### src/rtl/movement_pkg.sv
// movement_pkg: control-code encoding shared by movement_control and the
// sprite datapath, so both ends agree on what each 4-bit code means.
//   CTRL_*  : 4-bit control codes driven on movement_control.control
//   state_t : FSM state type whose encoding equals the control code
package movement_pkg;

    localparam logic [3:0] CTRL_PREHOLD = 4'b0100;
    localparam logic [3:0] CTRL_HOLD    = 4'b0000;
    localparam logic [3:0] CTRL_CLEAR   = 4'b0001;
    localparam logic [3:0] CTRL_LEFT    = 4'b0011;
    localparam logic [3:0] CTRL_RIGHT   = 4'b0010;
    localparam logic [3:0] CTRL_DOWN    = 4'b0110;
    localparam logic [3:0] CTRL_UP      = 4'b0111;
    localparam logic [3:0] CTRL_DRAW    = 4'b0101;

    typedef enum logic [3:0] {
        StPrehold = CTRL_PREHOLD,
        StHold    = CTRL_HOLD,
        StClear   = CTRL_CLEAR,
        StLeft    = CTRL_LEFT,
        StRight   = CTRL_RIGHT,
        StDown    = CTRL_DOWN,
        StUp      = CTRL_UP,
        StDraw    = CTRL_DRAW
    } state_t;

endpackage

### src/rtl/key_sync.sv
// key_sync: two-flop synchroniser for a bus of independent asynchronous
// single-bit inputs. Each bit is synchronised separately; no bus coherency.
//   clk   : destination clock
//   reset : asynchronous active-high reset, clears both flop stages
//   d     : asynchronous inputs
//   q     : synchronised outputs (2-cycle latency)
module key_sync #(
    parameter int unsigned WIDTH = 4
) (
    input  logic             clk,
    input  logic             reset,
    input  logic [WIDTH-1:0] d,
    output logic [WIDTH-1:0] q
);

    logic [WIDTH-1:0] meta;
    logic [WIDTH-1:0] sync;

    always_ff @(posedge clk or posedge reset) begin
        if (reset) begin
            meta <= '0;
            sync <= '0;
        end else begin
            meta <= d;
            sync <= meta;
        end
    end

    assign q = sync;

endmodule

### src/rtl/movement_control.sv
// movement_control: control FSM for the sprite movement datapath. Paces moves
// to a frame tick, sequences erase -> move -> redraw, and guards each datapath
// pass with a done timeout.
//   clk                : system clock, rising edge
//   reset              : asynchronous active-high reset
//   key_left/right/up/down : raw asynchronous direction requests
//   done               : one-cycle end-of-pass pulse from the datapath
//   control            : state code to the datapath (equals the state register)
//   busy               : high in every state except HOLD
//   timeout_err        : sticky done-timeout flag, cleared only by reset
module movement_control
    import movement_pkg::*;
#(
    parameter int unsigned FRAME_DIV    = 833333,
    parameter int unsigned DONE_TIMEOUT = 64
) (
    input  logic       clk,
    input  logic       reset,
    input  logic       key_left,
    input  logic       key_right,
    input  logic       key_up,
    input  logic       key_down,
    input  logic       done,
    output logic [3:0] control,
    output logic       busy,
    output logic       timeout_err
);

    localparam int unsigned FW = $clog2(FRAME_DIV);
    localparam int unsigned WW = $clog2(DONE_TIMEOUT + 1);

    // Key bit order: [0] left, [1] right, [2] up, [3] down.
    logic [3:0] key_raw;
    logic [3:0] key_s;
    logic [3:0] req_q, req_d;

    logic [FW-1:0] frame_cnt_q, frame_cnt_d;
    logic          tick;

    logic [WW-1:0] wait_cnt_q, wait_cnt_d;
    logic          waiting;
    logic          timeout;

    state_t state_q, state_d;
    logic   err_q, err_d;

    // Move decode: opposing keys cancel.
    logic   key_h_ok, key_v_ok, req_h_ok, req_v_ok;
    state_t req_h_st, req_v_st;

    assign key_raw = {key_down, key_up, key_right, key_left};

    key_sync #(
        .WIDTH (4)
    ) u_key_sync (
        .clk   (clk),
        .reset (reset),
        .d     (key_raw),
        .q     (key_s)
    );

    // Frame counter: free-running in every state; ticks outside HOLD are lost.
    assign tick        = (frame_cnt_q == FW'(FRAME_DIV - 1));
    assign frame_cnt_d = tick ? '0 : frame_cnt_q + 1'b1;

    assign key_h_ok = key_s[0] ^ key_s[1];
    assign key_v_ok = key_s[2] ^ key_s[3];
    assign req_h_ok = req_q[0] ^ req_q[1];
    assign req_v_ok = req_q[2] ^ req_q[3];
    assign req_h_st = req_q[0] ? StLeft : StRight;
    assign req_v_st = req_q[2] ? StUp : StDown;

    // Keys are captured only when a tick is consumed in HOLD.
    assign req_d = (state_q == StHold && tick) ? key_s : req_q;

    assign waiting = (state_q == StClear) || (state_q == StDraw);
    assign timeout = waiting && (wait_cnt_q == WW'(DONE_TIMEOUT - 1));

    // Cleared on any state change so each CLEAR/DRAW entry starts from zero.
    assign wait_cnt_d = (waiting && state_d == state_q) ? wait_cnt_q + 1'b1 : '0;

    always_ff @(posedge clk or posedge reset) begin
        if (reset) begin
            state_q     <= StPrehold;
            frame_cnt_q <= '0;
            wait_cnt_q  <= '0;
            req_q       <= '0;
            err_q       <= 1'b0;
        end else begin
            state_q     <= state_d;
            frame_cnt_q <= frame_cnt_d;
            wait_cnt_q  <= wait_cnt_d;
            req_q       <= req_d;
            err_q       <= err_d;
        end
    end

    always_comb begin
        state_d = state_q;
        err_d   = err_q;
        unique case (state_q)
            StPrehold: state_d = StDraw;
            StHold: begin
                // Decision uses the keys being latched this cycle.
                if (tick && (key_h_ok || key_v_ok)) begin
                    state_d = StClear;
                end
            end
            StClear: begin
                // done beats a same-cycle timeout.
                if (done) begin
                    if (req_h_ok) begin
                        state_d = req_h_st;
                    end else if (req_v_ok) begin
                        state_d = req_v_st;
                    end else begin
                        state_d = StDraw;
                    end
                end else if (timeout) begin
                    state_d = StHold;
                    err_d   = 1'b1;
                end
            end
            StLeft, StRight: state_d = req_v_ok ? req_v_st : StDraw;
            StUp, StDown:    state_d = StDraw;
            StDraw: begin
                if (done) begin
                    state_d = StHold;
                end else if (timeout) begin
                    state_d = StHold;
                    err_d   = 1'b1;
                end
            end
            default: state_d = StPrehold;
        endcase
    end

    always_comb begin
        control     = state_q;
        busy        = (state_q != StHold);
        timeout_err = err_q;
    end

endmodule
### config.mk
export PLATFORM = sky130hd
export DESIGN_NAME = movement_control
export DESIGN_NICKNAME = d
export VERILOG_FILES = /design/src/rtl/movement_pkg.sv /design/src/rtl/key_sync.sv /design/src/rtl/movement_control.sv
export SDC_FILE = /design/constraint.sdc
export NUM_CORES = 1
export LEC_CHECK = 0
export CAP_MARGIN = 20
export CORE_MARGIN = 2
export CORE_UTILIZATION = 35
export CTS_BUF_LIST = sky130_fd_sc_hd__clkbuf_4 sky130_fd_sc_hd__clkbuf_8
export CTS_CLUSTER_DIAMETER = 50
export DETAILED_ROUTE_END_ITERATION = 10
export RECOVER_POWER = 25
export SYNTH_ARGS = -nofsm -noshare
export SYNTH_HDL_FRONTEND = slang
export SYNTH_HIERARCHICAL = 1
export SYNTH_SLANG_ARGS = --single-unit
### constraint.sdc
create_clock -name clk -period 5.6 [get_ports clk]
set_input_delay 1.12 -clock clk [delete_from_list [all_inputs] [get_ports clk]]
set_output_delay 1.12 -clock clk [all_outputs]
set_load 0.1 [all_outputs]
After elaboration in Yosys (flattened, before gate mapping):

Cells that the tools add are included.

* flip-flop bits (word level): 44
* bits in latches: 0
* memory bits (writable): 0
* bits in read-only memories: 0
* bits of input ports: 7
* output and inout port bits: 6
* word-level logic and storage cells: 47
* memories kept: 0

* add/sub/neg operators: 2
* $mul: 0
* divide/modulo/power cells: 0
* order comparisons: 0
* equal/unequal tests: 10
* shift operators: 0
* multiplexer cells: 11
* bitwise operators: 5
* reduce and logical (&&, ||, !) cells: 12

Operator list (number)
* 20-bit by 1-bit adder with 20-bit output (second input constant): 1
* 20-bit equality test (second input constant): 1
* 20-bit 2-to-1 mux: 1
* 4-bit one-hot mux with 5 select lines: 1
* 4-bit by 3-bit equality test with 1-bit output (second input constant): 4
* 4-bit 2-to-1 mux: 4
* 4-bit by 2-bit equality test with 1-bit output (second input constant): 2
* 7-bit by 1-bit adder with 7-bit output (second input constant): 1
* 7-bit by 6-bit equality test with 1-bit output (second input constant): 1
* 7-bit 2-to-1 mux: 1
* 4-bit by 1-bit equality test with 1-bit output (second input constant): 1
* 4-bit equality test: 1
* 1-bit logical AND: 4
* 4-bit logical NOT: 1
* 4-bit nonzero test: 1
* 2-bit OR reduction: 2
* 1-bit bitwise XOR: 4
* 3-bit 2-to-1 mux: 1
* 3-bit AND reduction: 1
* 3-bit OR reduction: 1
* 1-bit logical OR: 2
* 1-bit 2-to-1 mux: 2
* 2-bit 2-to-1 mux: 1
* 1-bit NOT: 1

Longest topological paths before layout:

* depth in word-level cells: 9
* gate-level depth with buffers: 6

By module:

Netlist, hierarchy kept.

Modules (own cells, without submodules)
* movement_control: times used 1, cells each 171, area each 1805.5 µm², sequential area each 902.1 µm²
* key_sync: times used 1, cells each 9, area each 203.9 µm², sequential area each 200.2 µm²

Least setup slack after synthesis:

OpenSTA, ideal clock, no wires.

* kind: reg2out
* start point: register state_q[1] (netlist: control[1])
* end point: output busy
* arrival time: 1.629 ns
* data required time: 4.480 ns
* slack: 2.851 ns
* stages on the path, launching flop included: 3
* buffers on the path: 0
* path through: dfrtp_1 -> or3_1 -> or2_4

* word-level cells in the longest chain between the ends: 1

RTL lines
* start: declaration: RTL line movement_control.sv:44 `state_t state_q, state_d;`
* start signal: assignment: RTL line movement_control.sv:84 `state_q <= StPrehold;`
* start signal: assignment: RTL line movement_control.sv:90 `state_q <= state_d;`
* 4-bit nonzero test: RTL line movement_control.sv:140 `busy = (state_q != StHold);`
* end: declaration: RTL line movement_control.sv:25 `output logic busy,`

Every way passes these cells.

Final worst setup path:

Ends and elaborated chain as after synthesis.

==> metrics <==
Peak VDD IR 0.182 mV; Final Hold Viols 0; synth cell count leaders dfrtp_1 (43), nor2_1 (19), xnor2_1 (14); CTS Sinks 44; Avg Inst Size Synth 11.2 um^2; die area 0.00636 mm^2; Hold Path Class flop to flop; Primary FF master, synth dfrtp_1; Cell Rows 27; root buffer cell clkbuf_8; Die W 79.8 um; CP max-delay cell clkdlybuf4s50_1; post-synthesis cell area 0.00201 mm^2; Finished Cell Area 0.00234 mm^2; crit path from control[1]; leading area contributor after synthesis dfrtp_1; Vias/cell 4.84; DP HPWL 2340 um; final net count 208; Num CTS Buffers 5; initial drt markers 59; Worst Path Arrival 2350 ps; crit-path leading delay family buffers and inverters; post-synthesis sequential area ratio 54.9%; Worst R2R Start control[1]; clock transition at the registers of the reported paths 80 ps; Pre-Repair DR Iteration Count 4; top-area cell type share of the netlist area 53.5%; top post-synthesis cells by area dfrtp_1 (54%), xnor2_1 (6.1%), xor2_1 (3.9%); number of diodes 0; crit end category primary output; Cells after Synth 180; worst slew pin tran 1940 ps; crit-path max FO 6; Max Root-Sink Buffers 2; RSZ-0062 raised after global routing false; Worst Hold Launch u_key_sync/meta[2]; Worst Skew 5.66 ps; H-tree depth 2; slowest stage delay, CP 970 ps; pwr dens 272 mW/mm^2; Static Leakage 1.01 nW; vias in the first global route 1296; Max-Slew Margin vs Limit -29.0%; total number of vias 1306; routed len/inst 12.3 um; asr flop ratio synth 100%; first-pass GRT wire length 5780 um; largest net degree at the start of global routing 37; most numerous cell in the Yosys netlist dfrtp_1; max-cap violation count 1; Final GP Congestion 0.776; Total GRT Usage 11.8%; Die Span Y 79.8 um; Unique masters post-synth 41; post-CTS setup buffers 0; total wire length 3330 um; final-report setup violation count 0; crit path kind flop to primary output; DRC Markers 0; #FFs+latches synth 44; type of origin of the critical path flop; crit share post-route 62.0%; CP Data Required Time 4480 ps; # IOs 13; synthesis-to-finish area growth 16.3%; TNS Setup 0 ps; fin util 42.2%; status complete, but fails checks; YS warnings 6; core area 0.00554 mm^2; # resized after CTS 0; initial antenna violation count 0; layout cells sized above 1 11.1%; grt ovf 0; CP bufs+invs 1; Starting Density 36.3%; net count after synthesis 191; CTS Hold Buffers Added 0; Period minus WS final 3470 ps; CTS tree built; failing checks max-capacitance violations, max-slew violations; CP cell instances or3_1, or2_4, clkdlybuf4s50_1; Final ANT Viol Nets 0; Max Slew Vio Count 37; Worst-Skew Late Latency 290 ps; number of flops mapped to enable cells by yosys 0; Max Clock Freq 288 MHz; Placed Area 0.00222 mm^2; port buffer count 12
through the flow:
stage	hold WS [ps]	instances	setup slack (ps)	power, mW
2_1_floorplan	331	180	2850	0.373
3_3_place_gp	333	262	2450	0.389
3_5_place_dp	335	262	2450	0.389
4_1_cts	355	270	2120	0.645
5_1_grt	361	270	2060	0.661
6_report	353	270	2130	0.634
routing by layer:
metal / track usage, % / share of wire [%] / vias up
li1: - / - / 656
met1: 15.3 / 49 / 627
met2: 18.7 / 47 / 18
met3: 3.39 / 2.4 / 5
met4: 4.58 / 1.6 / 0
met5: 0 / 0 / -
state kept, by name (all words and copies together), names as in the netlist:
| name | cells |
|---|---|
| control | 4 |
| frame_cnt_q | 20 |
| req_q | 4 |
| timeout_err | 1 |
| u_key_sync/meta | 4 |
| u_key_sync/q | 4 |
| wait_cnt_q | 7 |
worst paths after layout:
| path | to | slack (ps) | depth (start not counted) |
|---|---|---|---|
| max | busy | 2130 | 3 |
| min | u_key_sync/q[2] | 350 | 0 |
| max reg2reg | req_q[0] | 3540 | 4 |
| min reg2reg | u_key_sync/q[2] | 350 | 0 |
| max in group asynchronous | frame_cnt_q[14] | 2500 | 3 |
| min in group asynchronous | u_key_sync/meta[1] | 1210 | 2 |
logic make-up after synthesis:
family	share of synthesized area, %
AND/OR/NAND/NOR	22.5
other	0.187
buffers and inverters	2.49
flip-flops	54.9
AO/OA/AOI/OAI	4.67
XOR/XNOR	10.0
adder cells (fa/ha/maj)	2.99
multiplexers	2.24
layout by cell type (no fill, tap or decap), drive strengths merged, types with 2 or more instances in the layout:
cell type	netlist	layout
and4	2	2
nand4	9	9
nor3	2	2
nor4	3	3
a31o	2	2
and2	2	2
dfrtp	43	43
o21ai	2	2
nand2	8	8
clkdlybuf4s50	0	7
inv	9	9
ha	4	4
nand2b	2	2
xnor2	14	14
nor4b	5	5
and3	4	4
clkbuf	3	7
xor2	9	9
dlygate4sd3	0	5
nand3	11	11
nor2	19	19
mux2	4	4
or2	2	2
nor2b	2	2
a21oi	4	4
power breakdown:
group	total, mW	switching, mW	internal [mW]	leakage, nW
logic	0.0513	0.0360	0.0153	0.371
clock network	0.253	0.108	0.146	0.0614
registers	0.330	0.00566	0.324	0.574
cell type report:
class	count	area, um^2
inverters	9	33.8
flip-flops and latches	44	1100
clock inverters	2	38.8
clock buffers	6	82.6
fillers	562	3200
multi-input cells	123	857
repair buffers	14	131
well taps	72	90.1
No activity file was read; power rests on OpenSTA's default activity.
